--- src/rtl/matrix_pkg.sv ---
// Shared constants, FSM state type and packed-element select for the 3x3 matrix datapath.
package matrix_pkg;

   localparam int EW        = 8;
   localparam int DIM       = 3;
   localparam int PACK_W    = 72;
   localparam int ACC_W_DEF = 18;

   typedef enum logic [1:0] {
      IDLE  = 2'd0,
      READY = 2'd1,
      MAC   = 2'd2,
      OUT   = 2'd3
   } state_t;

   // Element k of a packed vector; element 0 occupies the top byte.
   function automatic logic [EW-1:0] elem(input logic [PACK_W-1:0] v, input logic [3:0] k);
      return v[(PACK_W-1) - EW*int'(k) -: EW];
   endfunction

endpackage

--- src/rtl/mac_unit.sv ---
// Registered multiply-accumulate with synchronous clear and enable.
// MAT_VEC_MAC_SIGNED_EN selects two's-complement operands; otherwise unsigned.
module mac_unit #(
   parameter int DW    = 8,
   parameter int ACC_W = 18
) (
   input  logic             clk,
   input  logic             rst,
   input  logic             clr_i,
   input  logic             en_i,
   input  logic [DW-1:0]    a_i,
   input  logic [DW-1:0]    b_i,
   output logic [ACC_W-1:0] acc_o
);

   logic [ACC_W-1:0] prod_ext;
   logic [ACC_W-1:0] acc_q, acc_d;

`ifdef MAT_VEC_MAC_SIGNED_EN
   logic signed [2*DW-1:0] prod;
   assign prod     = $signed(a_i) * $signed(b_i);
   assign prod_ext = {{(ACC_W-2*DW){prod[2*DW-1]}}, prod};
`else
   logic [2*DW-1:0] prod;
   assign prod     = a_i * b_i;
   assign prod_ext = {{(ACC_W-2*DW){1'b0}}, prod};
`endif

   always_comb begin
      acc_d = acc_q;
      if (clr_i) begin
         acc_d = '0;
      end else if (en_i) begin
         acc_d = acc_q + prod_ext;
      end
   end

   always_ff @(posedge clk or negedge rst) begin
      if (!rst) begin
         acc_q <= '0;
      end else begin
         acc_q <= acc_d;
      end
   end

   assign acc_o = acc_q;

endmodule

--- src/rtl/mat_vec_mac.sv ---
// y = A*b engine: one MAC per clock, row results streamed out over valid/ready.
// MAT_VEC_MAC_SIGNED_EN (in mac_unit) switches to signed arithmetic.
//
//   state | meaning
//   IDLE  | no A matrix loaded yet, waiting for first promotion
//   READY | A loaded, accepting a B vector (or promoting a pending A)
//   MAC   | accumulating a[row][col]*b[col], one column per clock
//   OUT   | row result presented, waiting for res_ready
module mat_vec_mac
   import matrix_pkg::*;
#(
   parameter int DW    = EW,
   parameter int ACC_W = ACC_W_DEF
) (
   input  logic              clk,
   input  logic              rst,
   input  logic              load_A_done,
   input  logic [PACK_W-1:0] A_input,
   input  logic              b_valid,
   input  logic [3*EW-1:0]   b_data,
   output logic              b_ready,
   output logic              res_valid,
   output logic [ACC_W-1:0]  res_data,
   output logic [1:0]        res_row,
   input  logic              res_ready,
   output logic              busy
);

   state_t            state_q, state_d;
   logic              ld_q;
   logic [PACK_W-1:0] a_shadow_q, a_active_q;
   logic              a_loaded_q, a_pending_q;
   logic [3*EW-1:0]   b_q, b_d;
   logic [1:0]        row_q, row_d;
   logic [1:0]        col_q, col_d;
   logic              promote, acc_clr, acc_en;
   logic [3:0]        a_idx;
   logic [EW-1:0]     a_el, b_el;

   // A new load during promotion keeps a_pending set, so the newer shadow is promoted next cycle.
   always_ff @(posedge clk or negedge rst) begin
      if (!rst) begin
         ld_q        <= 1'b0;
         a_shadow_q  <= '0;
         a_active_q  <= '0;
         a_loaded_q  <= 1'b0;
         a_pending_q <= 1'b0;
      end else begin
         ld_q <= load_A_done;
         if (ld_q) begin
            a_shadow_q <= A_input;
         end
         if (promote) begin
            a_active_q <= a_shadow_q;
            a_loaded_q <= 1'b1;
         end
         if (ld_q) begin
            a_pending_q <= 1'b1;
         end else if (promote) begin
            a_pending_q <= 1'b0;
         end
      end
   end

   always_ff @(posedge clk or negedge rst) begin
      if (!rst) begin
         state_q <= IDLE;
         b_q     <= '0;
         row_q   <= '0;
         col_q   <= '0;
      end else begin
         state_q <= state_d;
         b_q     <= b_d;
         row_q   <= row_d;
         col_q   <= col_d;
      end
   end

   always_comb begin
      state_d   = state_q;
      b_d       = b_q;
      row_d     = row_q;
      col_d     = col_q;
      promote   = 1'b0;
      acc_clr   = 1'b0;
      acc_en    = 1'b0;
      b_ready   = 1'b0;
      res_valid = 1'b0;
      busy      = 1'b0;
      case (state_q)
         IDLE: begin
            if (a_pending_q) begin
               promote = 1'b1;
               state_d = READY;
            end
         end
         READY: begin
            b_ready = a_loaded_q & ~a_pending_q;
            if (a_pending_q) begin
               promote = 1'b1;
            end else if (b_valid && b_ready) begin
               b_d     = b_data;
               acc_clr = 1'b1;
               row_d   = 2'd0;
               col_d   = 2'd0;
               state_d = MAC;
            end
         end
         MAC: begin
            busy   = 1'b1;
            acc_en = 1'b1;
            if (col_q == 2'(DIM-1)) begin
               col_d   = 2'd0;
               state_d = OUT;
            end else begin
               col_d = col_q + 2'd1;
            end
         end
         OUT: begin
            busy      = 1'b1;
            res_valid = 1'b1;
            if (res_ready) begin
               if (row_q < 2'(DIM-1)) begin
                  row_d   = row_q + 2'd1;
                  col_d   = 2'd0;
                  acc_clr = 1'b1;
                  state_d = MAC;
               end else begin
                  state_d = READY;
               end
            end
         end
         default: state_d = IDLE;
      endcase
   end

   assign a_idx = 4'(row_q) * 4'd3 + 4'(col_q);
   assign a_el  = elem(a_active_q, a_idx);
   // b occupies the bottom three element slots once zero-padded to the packed width.
   assign b_el  = elem({{(PACK_W-3*EW){1'b0}}, b_q}, 4'(col_q) + 4'd6);

   mac_unit #(
      .DW    (DW),
      .ACC_W (ACC_W)
   ) u_mac (
      .clk   (clk),
      .rst   (rst),
      .clr_i (acc_clr),
      .en_i  (acc_en),
      .a_i   (a_el),
      .b_i   (b_el),
      .acc_o (res_data)
   );

   assign res_row = row_q;

endmodule

--- config.mk ---
export PLATFORM = sky130hd
export DESIGN_NAME = mat_vec_mac
export DESIGN_NICKNAME = d
export VERILOG_FILES = /design/src/rtl/matrix_pkg.sv /design/src/rtl/mac_unit.sv /design/src/rtl/mat_vec_mac.sv
export SDC_FILE = /design/constraint.sdc
export NUM_CORES = 1
export LEC_CHECK = 0
export CORE_UTILIZATION = 40
export CTS_CLUSTER_SIZE = 30
export DETAILED_ROUTE_END_ITERATION = 12
export PLACE_DENSITY = 0.61
export REMOVE_ABC_BUFFERS = 1
export SLEW_MARGIN = 20
export SYNTH_ARGS = -nofsm -noshare
export SYNTH_HDL_FRONTEND = slang
export SYNTH_SLANG_ARGS = --single-unit
--- constraint.sdc ---
create_clock -name clk -period 20.6 [get_ports clk]
set_input_delay 4.12 -clock clk [delete_from_list [all_inputs] [get_ports clk]]
set_output_delay 4.12 -clock clk [all_outputs]
set_load 0.02 [all_outputs]
# After elaboration in Yosys (flattened, before gate mapping)
# Index checks and enable logic that the tools add are counted.
totals:
  memories: 0
  mem_bits_ro: 0
  latch_bits: 0
  ram_bits: 0
  ff_bits: 195
  inputBits: 101
  elab_cells: 77
  output_inout_bits: 23
op_classes:
  n_reduce_logical: 12
  n_div: 0
  add_sub_neg: 7
  n_mux: 31
  mul: 2
  eq_ne: 10
  n_lt_le_gt_ge: 1
  shifts: 2
  bitwise_logic: 2
ops:
  columns: ["op", "count"]
  rows:
  - ["$shiftx 79x8->8", 2]
  - ["$mux 18", 2]
  - ["$mux 2", 13]
  - ["$add 18x16->18", 1]
  - ["$mul 8x8->16", 1]
  - ["$sub 7x7->8 const A", 2]
  - ["$reduce_and 5->1", 3]
  - ["$mux 1", 12]
  - ["$ne 2x2->1 const B", 6]
  - ["$pmux 2 s4", 1]
  - ["$eq 2x2->1 const B", 3]
  - ["$pmux 2 s3", 1]
  - ["$reduce_bool 2->1", 3]
  - ["$add 2x1->2 const B", 2]
  - ["$add 2x3->4 const B", 1]
  - ["$add 4x2->4", 1]
  - ["$mul 2x2->4 const B", 1]
  - ["$pmux 2 s2", 1]
  - ["$reduce_or 2->1", 2]
  - ["$reduce_and 3->1", 1]
  - ["$reduce_bool 3->1", 1]
  - ["$eq 2x1->1 const B", 1]
  - ["$logic_not 2->1", 1]
  - ["$lt 2x2->1 const B", 1]
  - ["other kinds (4)", 4]

# Depth between registers and ports, before layout
# Gate-level depths: netlist (run 1).
logic_depth:
  ltp_word: 8
  mapped_depth: 30
  ltp_nobuf: 29

# Hierarchy
# Synthesis (run 1) repeated with hierarchy kept, for this count alone.
hier_totals:
  cells_unflattened: 951
  hier_area_um2: 11094.4
by_module_without_submodules:
  columns: ["mod", "area_each_um2", "instances", "seq_area_each_um2", "cells_each"]
  rows:
  - ["mat_vec_mac", 7661.1, 1, 4429.2, 562]
  - ["mac_unit", 3433.3, 1, 450.4, 389]

# Worst setup path before layout (run 1)
# Ideal clock, no wire load.
synth_timing:
  path_type: "reg2reg"
  from: "register row_q[1], in the netlist res_row[1]"
  to: "register u_mac.acc_q[17], in the netlist u_mac.acc_o[17]"
  arrival_ns: 7.458
  path_slack_ns: 13.016
  setup_ns: 0.126
  period_less_slack_ns: 7.584
  required_time_ns: 20.474
  n_path_buf: 2
  path_stages_with_launch: 27
  cell_sequence: "dfrtp_1 inv_1 fa_1 inv_1 ha_1 inv_1 ha_1 clkbuf_1 clkbuf_1 mux4_2 nand2_1 a21oi_1 a21oi_1 nor2_1 fa_1 fa_1 fa_1 inv_1 fa_1 inv_1 ha_1 a2111o_1 o2111ai_2 a21oi_2 or4_4 and2_0 a221o_1"
synth_via:
  elab_chain_cells: 8
  word_cells_on_any_way: 13
  classes_between: "add/sub (3); mul (2); order compare (1); shift (1); mux (5); reduce/logical (1)"
synth_lines:
  columns: ["element", "line", "rtl"]
  rows:
  - ["from (decl)", "mat_vec_mac.sv:34", "logic [1:0] row_q, row_d;"]
  - ["from (signal assigned)", "mat_vec_mac.sv:74", "row_q <= row_d;"]
  - ["$mul 2x2->4", "mat_vec_mac.sv:137", "assign a_idx = 4'(row_q) * 4'd3 + 4'(col_q);"]
  - ["$add 4x2->4", "mat_vec_mac.sv:137", null]
  - ["$sub 7x7->8", "matrix_pkg.sv:18", "return v[(PACK_W-1) - EW*int'(k) -: EW];"]
  - ["$shiftx 79x8->8", "matrix_pkg.sv:18", null]
  - ["$mul 8x8->16", "mac_unit.sv:25", "assign prod = a_i * b_i;"]
  - ["$add 18x16->18", "mac_unit.sv:34", "acc_d = acc_q + prod_ext;"]
  - ["$mux 18", "mac_unit.sv:33", "end else if (en_i) begin"]
  - ["$mux 18", "mac_unit.sv:31", "if (clr_i) begin"]
  - ["to (signal assigned)", "mac_unit.sv:40", "acc_q <= '0;"]
  - ["to (signal assigned)", "mac_unit.sv:42", "acc_q <= acc_d;"]
  - ["to (decl)", "mac_unit.sv:17", "logic [ACC_W-1:0] acc_q, acc_d;"]
# Several ways; a longest one is shown, not always the timed one. The select of a mux whose other input is x is not followed.
# A chain may end at the register's enable or synchronous reset.

# Worst setup path after layout (run 1)
# Same ends and word-level chain as after synthesis.

==> flow_summary.toml, run 1 <==
[outcome]
status = "finished, violations left"
violations = "design-rule violations"

[global_route]
grt_pass1_vias = 7049
grt_usage = 0.1754
grt_pass1_wl_um = 38060
grt_max_degree = 77
antenna_found_initial = 0
grt-ovfl-total = 0

[routing]
finalWirelength_um = 22750
drt_iter0_drc = 329
avgRoutedWirePerCell_um = 16.99
drc = 4
via_per_inst = 5.027
drtAntennaViolNets = 0
dr.pass1.iters = 9
routed-via-count = 6731

[synth]
ys_top_cells_by_area = "dfrtp_1 (45%), mux2_2 (18%), fa_1 (9.6%), ha_1 (5.6%), inv_1 (3.7%)"
synth_seq_cells = 195
syn-cell-area_um2 = 10810
synth_cell_type_count = 50
synth_edf_count = 0
syn_avg_cell_area_um2 = 12.24
netlist_top_cells_count = "dfrtp_1 (195), mux2_2 (170), inv_1 (107)"
synthCells = 883
synth_top_cell_area_share = 0.4515
yosysMostFrequentCell = "dfrtp_1"
ys.flop_type = "dfrtp_1"
yosysWarnings = 0
ys_seq_area_frac = 0.4515
synthArstFlopShare = 1.000
synth_top_area_cell = "dfrtp_1"

[clock_tree]
cts.path.max_buffers = 2
hold_buffers = 0
cts_made_buffers = 17
clkLatencyLatePin_ps = 440
cts.sinks = 195
cts_tree = "built"
postCtsSetupBuffers = 0
ctsResizeCount = 0
htreeDepth = 4
clkSlewWorstSetupHoldPaths_ps = 80
cts_root_buffer = "clkbuf_16"

[sta]
whs_ps = 481.6
finalSetupViolCount = 0
timing_hold_violations_final = 0
setup-tns-final_ps = 0
fin_crit_sh = 0.3834
fin_skew_ps = 11.66
tightest_slew_ps = 1052
fmax_mhz = 126.6
min_period_ps = 7898
timing.slew.headroom = 0.2971
rsz0062_at_grt = "false"
slew_violations = 0

[final_layout]
area_growth_pct = 19.90
diodes = 0
fin_cells = 1339
nets = 1192
fill_cells = 2349
drive_above_1_share = 0.2480

[die]
coreArea_um2 = 26280
die_area_um2 = 27680
dieWidth_um = 166.4
ioPinCount = 124
num_rows = 59
die_y_um = 166.4
start_util = 0.4113

[worst_hold_path]
hold_class = "reg2reg"
min_from = "a_loaded_q$_DFFE_PN0P_"

[critical_path]
startpoint = "res_row[1]$_DFFE_PN0P_"
r2r_start = "res_row[1]$_DFFE_PN0P_"
cp-start-kind = "flop"
worst_setup_path_end_kind = "flop"
critPathRequiredTime_ps = 20930
path_class = "reg2reg"
crit_fanout = 17
cp.arrival_ps = 8230

[place]
place.gp.congestion = 0.8957
dp.final_hpwl_um = 16840
port_buffers = 123
placed_cells = 1307

[run]
cap_violations = 0
## through the flow
step,setup slack (ps),util,instance area [um^2]
global placement,12590,0.4695,12340
CTS,12340,0.4929,12950
floorplan,13290,-,10640
detailed placement,12380,0.4695,12340
finish,12700,0.4931,12960
global route,12220,0.4931,12960
## metal layers
layer  part of all wire  track usage
met1               0.48       0.2453
met3              0.026      0.02574
met2               0.49       0.2896
met5                  0            0
met4             0.0073      0.03744
## path summary, 6_finish.rpt
kind	cells past startpoint	end	slack, ps
min	1	a_loaded_q$_DFFE_PN0P_	480
min in group asynchronous	1	u_mac.acc_o[3]$_DFFE_PN0P_	3630
min reg2reg	1	a_loaded_q$_DFFE_PN0P_	480
max	24	u_mac.acc_o[17]$_DFFE_PN0P_	12700
max reg2reg	24	u_mac.acc_o[17]$_DFFE_PN0P_	12700
max in group asynchronous	2	a_active_q[55]$_DFFE_PN0P_	15590
## cell families (layout without fill, tap and decap cells)
group / after synthesis / in the layout / synth area share
mux: 195 / 195 / 0.2188
simple gates: 148 / 148 / 0.06506
xor+xnor: 11 / 11 / 0.008914
compound gates: 89 / 89 / 0.05140
flops: 195 / 195 / 0.4515
fa+ha+maj: 100 / 100 / 0.1519
buf+inv: 145 / 266 / 0.05244
## final cells by class
class	count	area [um^2]	share of cell area
Sequential cell	195	4883	0.3768
Clock buffer	17	425.4	0.03283
Inverter	107	401.6	0.03099
Timing Repair Buffer	127	1265	0.09761
Clock inverter	15	190.2	0.01468
Multi-Input combinational cell	543	5374	0.4147
Tap cell	335	419.2	0.03235
## sequential cells by signal, summed over array words and instances (netlist names)
| name | flops |
|---|---|
| a_active_q | 72 |
| a_loaded_q | 1 |
| a_pending_q | 1 |
| a_shadow_q | 72 |
| b_q | 24 |
| col_q | 2 |
| ld_q | 1 |
| res_row | 2 |
| state_q | 2 |
| u_mac.acc_o | 18 |
## layout by cell type (no fill, tap or decap), types with 5 or more instances in the layout
master	netlist	routed
nor3_1	5	5
nand2_1	38	37
a21oi_1	37	37
or2_2	15	15
ha_1	48	47
inv_1	107	107
nor2_1	60	60
clkbuf_16	0	17
mux2i_1	9	9
xnor2_1	7	7
clkdlybuf4s50_1	0	122
dfrtp_1	195	194
fa_1	52	52
mux4_2	16	16
a22o_1	7	7
nand2b_1	15	15
mux2_2	170	170
o21ai_0	21	20
## critical path: stages (launching register included)
cell       delay [ps]
dfrtp_1           460
inv_1             130
fa_1              510
inv_1              40
ha_1              310
inv_1              50
ha_1              770
mux4_2            400
nand2_1            80
a21oi_1            90
a21oi_1           570
nor2_1            140
fa_1              540
fa_1              520
fa_1              540
inv_1              50
fa_1              520
inv_1              40
ha_1              360
a2111o_1          410
o2111ai_2         210
a21oi_2            90
or4_4             480
and2_0            160
a221o_1           280
Power of run 1 is not shown: default switching activity piles up to over one toggle a cycle in this logic, so the estimate is an artifact.
==> run 2, diff against run 1 <==
==> constraint.sdc (replaced) <==
create_clock -name clk -period 7.8 [get_ports clk]
set_input_delay 1.56 -clock clk [delete_from_list [all_inputs] [get_ports clk]]
set_output_delay 1.56 -clock clk [all_outputs]
set_load 0.02 [all_outputs]
==> run 2 against run 1 <==
First-iteration DRC count increased by 6.4%. Cell area increased by 0.78%. Via count is the same. Wire length increased by 0.25%. Count of clock-buffer cells in the layout unchanged. Die area stayed put. Sequential share of layout area is 0.29 points lower. Core utilization increased by 0.39 points. Global-route usage barely moved. Hold slack better by 16 ps. The run still ends with design-rule violations left. Setup slack lost 12000 ps. Non-clock buffer count rose by 13.
==> flow_summary.toml, run 2 (synthesis gave the netlist of run 1 again) <==
[final_layout]
most-common-layout-cells = "dfrtp_1 (194), mux2_2 (170), clkdlybuf4s50_1 (122)"
drive_above_1_share = 0.2566
area_growth_pct = 20.84
nets = 1205
final_common_cell = "dfrtp_1"
diodes = 0
reg_top3 = "a_active_q (72), a_shadow_q (72), b_q (24)"

[routing]
dr.pass1.iters = 11
routed-via-count = 6731
via_per_inst = 4.979
drtAntennaViolNets = 0
finalWirelength_um = 22810
drt_iter0_drc = 350
drc = 3
avgRoutedWirePerCell_um = 16.87

[global_route]
grt_pass1_wl_um = 38310
grt_pass1_vias = 7152
antenna_found_initial = 0
grt_max_degree = 88
grt-ovfl-total = 0
grt_usage = 0.1756

[sta]
timing_hold_violations_final = 0
fin_crit_sh = 0.9392
fin_skew_ps = 12.62
timing.slew.headroom = 0.2817
slew_violations = 0
rsz0062_at_grt = "false"
finalSetupViolCount = 0
setup-tns-final_ps = 0
fmax_mhz = 136.5
tightest_slew_ps = 1075
min_period_ps = 7326

[critical_path]
rrSetupSlack_ps = 470
cp.arrival_ps = 7660
cpMaxStageDelayCell = "fa_1"
cp_common_cell = "fa_1"
max_stage_delay_ps = 560
r2r_end = "u_mac.acc_o[17]$_DFFE_PN0P_"
crit_end = "u_mac.acc_o[17]$_DFFE_PN0P_"
crit_family = "adder cells"
worstRegToRegCells = 26
critPathRequiredTime_ps = 8130
crit_fanout = 8
path_buf_inv = 6
worst_setup_path_end_kind = "flop"
path_class = "reg2reg"
startpoint = "res_row[1]$_DFFE_PN0P_"
cp-start-kind = "flop"
cp.depth = 26
r2r_start = "res_row[1]$_DFFE_PN0P_"

[die]
num_rows = 59
die_y_um = 166.4
dieWidth_um = 166.4
die_area_um2 = 27680
start_util = 0.4113
ioPinCount = 124
coreArea_um2 = 26280

[clock_tree]
cts_root_buffer = "clkbuf_16"
cts.sinks = 195
cts_made_buffers = 17
clkSlewWorstSetupHoldPaths_ps = 80
cts_tree = "built"
cts.path.max_buffers = 2
htreeDepth = 4
postCtsSetupBuffers = 0
clkLatencyLatePin_ps = 440

[place]
place.gp.congestion = 0.8691
dp.final_hpwl_um = 16580
port_buffers = 123

[outcome]
violations = "design-rule violations"
status = "finished, violations left"

[worst_hold_path]
hold_class = "reg2reg"

[run]
cap_violations = 0
-- run 2: changes by cell type in the layout (fill, tap and decap cells not counted), sizes merged --
cell	change
inv	-2
clkinv	+2
buf	+13
-- run 2: routing by layer --
layer  wire (um)  share of wire  GRT usage
met2       11090           0.49     0.2894
met1       10860           0.48     0.2416
met4         172         0.0075    0.03784
met5           0              0          0
met3         685          0.030    0.03194
-- run 2: worst min path at each step --
stage	start	slack, ps	depth (start not counted)	to
2_1_floorplan	a_loaded_q$_DFFE_PN0P_	450	1	a_loaded_q$_DFFE_PN0P_
3_3_place_gp	a_loaded_q$_DFFE_PN0P_	470	1	a_loaded_q$_DFFE_PN0P_
3_5_place_dp	a_loaded_q$_DFFE_PN0P_	480	1	a_loaded_q$_DFFE_PN0P_
4_1_cts	a_loaded_q$_DFFE_PN0P_	500	1	a_loaded_q$_DFFE_PN0P_
5_1_grt	a_active_q[10]$_DFFE_PN0P_	520	1	a_active_q[10]$_DFFE_PN0P_
6_report	a_loaded_q$_DFFE_PN0P_	500	1	a_loaded_q$_DFFE_PN0P_
-- run 2: cell type report --
type | instances | area, um^2
clock buffer | 17 | 425.4
clock inverter | 15 | 195.2
fill | 2367 | 13220
inverter | 107 | 401.6
multi-input combinational | 543 | 5373
sequential | 195 | 4883
tap | 335 | 419.2
timing repair buffer | 140 | 1363
-- run 2: repair_timing --
item	4_1_cts	5_1_grt
setup endpoints to repair	0	1
gates resized for setup	0	1
hold buffers	0	0
-- run 2: through the flow --
| stage | area (um^2) | setup slack [ps] | util | hold slack (ps) | std cells |
|---|---|---|---|---|---|
| finish | 13060 | 474.2 | 0.4970 | 497.1 | 1352 |
| global route | 13060 | 75.91 | 0.4970 | 521.5 | 1352 |
| CTS | 13060 | 343.9 | 0.4968 | 501.7 | 1352 |
| detailed placement | 12440 | 398.8 | 0.4732 | 481.8 | 1320 |
| global placement | 12440 | 507.2 | 0.4732 | 470.9 | 1320 |
| floorplan | 10640 | 487.4 | - | 446.6 | 845 |
Power of run 2 is left out for the same reason.
==> run 3, diff against run 2 <==
--- a/config.mk
+++ b/config.mk
@@ -5,6 +5,7 @@
 export SDC_FILE = /design/constraint.sdc
 export NUM_CORES = 1
 export LEC_CHECK = 0
+export CORE_MARGIN = 4
 export CORE_UTILIZATION = 40
 export CTS_CLUSTER_SIZE = 30
 export DETAILED_ROUTE_END_ITERATION = 12
==> run 3 against run 2 <==
The run now ends clean. Flip-flop and latch count unchanged. Largest cell class unchanged. Die area up 7.3%. Final cell count shrank 0.15%. Register-to-register slack hardly changed. Maximum frequency barely moved. Hold slack got worse by 17 ps. Critical path depth decreased by 1.
==> flow_summary.toml, run 3 (synthesis gave the netlist of run 1 again) <==
[die]
die_y_um = 172.4
coreArea_um2 = 26350
dieWidth_um = 172.4
ioPinCount = 124
num_rows = 59
die_area_um2 = 29710
start_util = 0.4101

[run]
cap_violations = 0

[clock_tree]
ctsResizeCount = 0
hold_buffers = 0
cts.path.max_buffers = 2
cts_root_buffer = "clkbuf_16"
postCtsSetupBuffers = 0
cts.sinks = 195
cts_made_buffers = 17
cts_tree = "built"
clkLatencyLatePin_ps = 440
clkSlewWorstSetupHoldPaths_ps = 80
htreeDepth = 4

[routing]
via_per_inst = 4.987
drc = 0
drt_iter0_drc = 301
finalWirelength_um = 22920
dr.pass1.iters = 4
routed-via-count = 6733
avgRoutedWirePerCell_um = 16.98
drtAntennaViolNets = 0

[outcome]
status = "complete, no violations"

[sta]
layout_setup_ws_ps = 471.1
timing.slew.headroom = 0.3008
setup-tns-final_ps = 0
fin_crit_sh = 0.9396
finalSetupViolCount = 0
slew_violations = 0
tightest_slew_ps = 1047
fin_skew_ps = 14.28
fmax_mhz = 136.4
rsz0062_at_grt = "false"
min_period_ps = 7329
timing_hold_violations_final = 0

[global_route]
grt_usage = 0.1619
grt-ovfl-total = 0
grt_pass1_wl_um = 38050
grt_max_degree = 126
antenna_found_initial = 0
grt_pass1_vias = 7238

[critical_path]
critPathRequiredTime_ps = 8120
crit_fanout = 16
cp.arrival_ps = 7650
worst_setup_path_end_kind = "flop"
path_class = "reg2reg"
cp-start-kind = "flop"

[final_layout]
final_util = 0.4970
reg_top3 = "a_active_q (72), a_shadow_q (72), b_q (24)"
final_common_cell = "dfrtp_1"
nets = 1203
drive_above_1_share = 0.2562
area_growth_pct = 21.20
diodes = 0
fill_cells = 2342
most-common-layout-cells = "dfrtp_1 (194), mux2_2 (170), clkdlybuf4s50_1 (122)"
final_area_um2 = 13100

[place]
port_buffers = 123
dpl-instance-area_um2 = 12420
post-place-ws_ps = 228.3
place.gp.congestion = 0.8446
dp.final_hpwl_um = 16860

[worst_hold_path]
hold_class = "reg2reg"
-- run 3: changes by cell type in the layout (fill, tap and decap cells not counted), sizes merged --
cell,delta
clkinv,+1
clkinvlp,-1
bufinv,+2
inv,-2
buf,-1
clkbuf,-1
-- run 3: area by class of cell --
type | instances | area (um^2) | share of cell area
timing repair buffer | 138 | 1349 | 0.1030
multi-input combinational | 543 | 5376 | 0.4105
tap | 335 | 419.2 | 0.03200
clock inverter | 15 | 244.0 | 0.01863
sequential | 195 | 4883 | 0.3728
clock buffer | 17 | 425.4 | 0.03248
inverter | 107 | 401.6 | 0.03066
-- run 3: metal layers --
| layer | share of wire | track usage | vias to the layer above |
|---|---|---|---|
| li1 | - | - | 3214 |
| met1 | 0.47 | 0.2244 | 3409 |
| met2 | 0.49 | 0.2696 | 97 |
| met3 | 0.030 | 0.02926 | 13 |
| met4 | 0.0096 | 0.03213 | 0 |
| met5 | 0 | 0 | - |
-- run 3: worst max-delay path, cell delays in order (launching register included) --
cell and delay [ps]:
dfrtp_1 460, inv_1 130, fa_1 510, inv_1 40, ha_1 320, inv_1 60, ha_1 300, buf_4 270
mux4_2 330, nand2_1 80, a21oi_1 80, a21oi_2 320, nor2_1 120, fa_1 520, fa_1 510, fa_1 540
inv_1 50, fa_1 520, inv_1 40, ha_1 360, a2111o_1 410, o2111ai_2 210, a21oi_2 90, or4_4 480
and2_0 170, a221o_1 280
-- run 3: worst paths after layout --
check / startpoint / cells after the start / slack, ps / endpoint
max in group asynchronous: rst / 2 / 5040 / b_q[16]$_DFFE_PN0P_
min reg2reg: a_loaded_q$_DFFE_PN0P_ / 1 / 480 / a_loaded_q$_DFFE_PN0P_
max: res_row[1]$_DFFE_PN0P_ / 25 / 470 / u_mac.acc_o[17]$_DFFE_PN0P_
min in group asynchronous: rst / 1 / 1230 / u_mac.acc_o[3]$_DFFE_PN0P_
max reg2reg: res_row[1]$_DFFE_PN0P_ / 25 / 470 / u_mac.acc_o[17]$_DFFE_PN0P_
min: a_loaded_q$_DFFE_PN0P_ / 1 / 480 / a_loaded_q$_DFFE_PN0P_
-- run 3: per-stage QoR --
| stage | hold WS [ps] | cells |
|---|---|---|
| after global placement | 466.1 | 1318 |
| after detailed placement | 465.5 | 1318 |
| after global routing | 512.6 | 1350 |
| after CTS | 484.9 | 1350 |
| after floorplan | 446.6 | 845 |
| final | 479.8 | 1350 |
Power of run 3 is left out for the same reason.
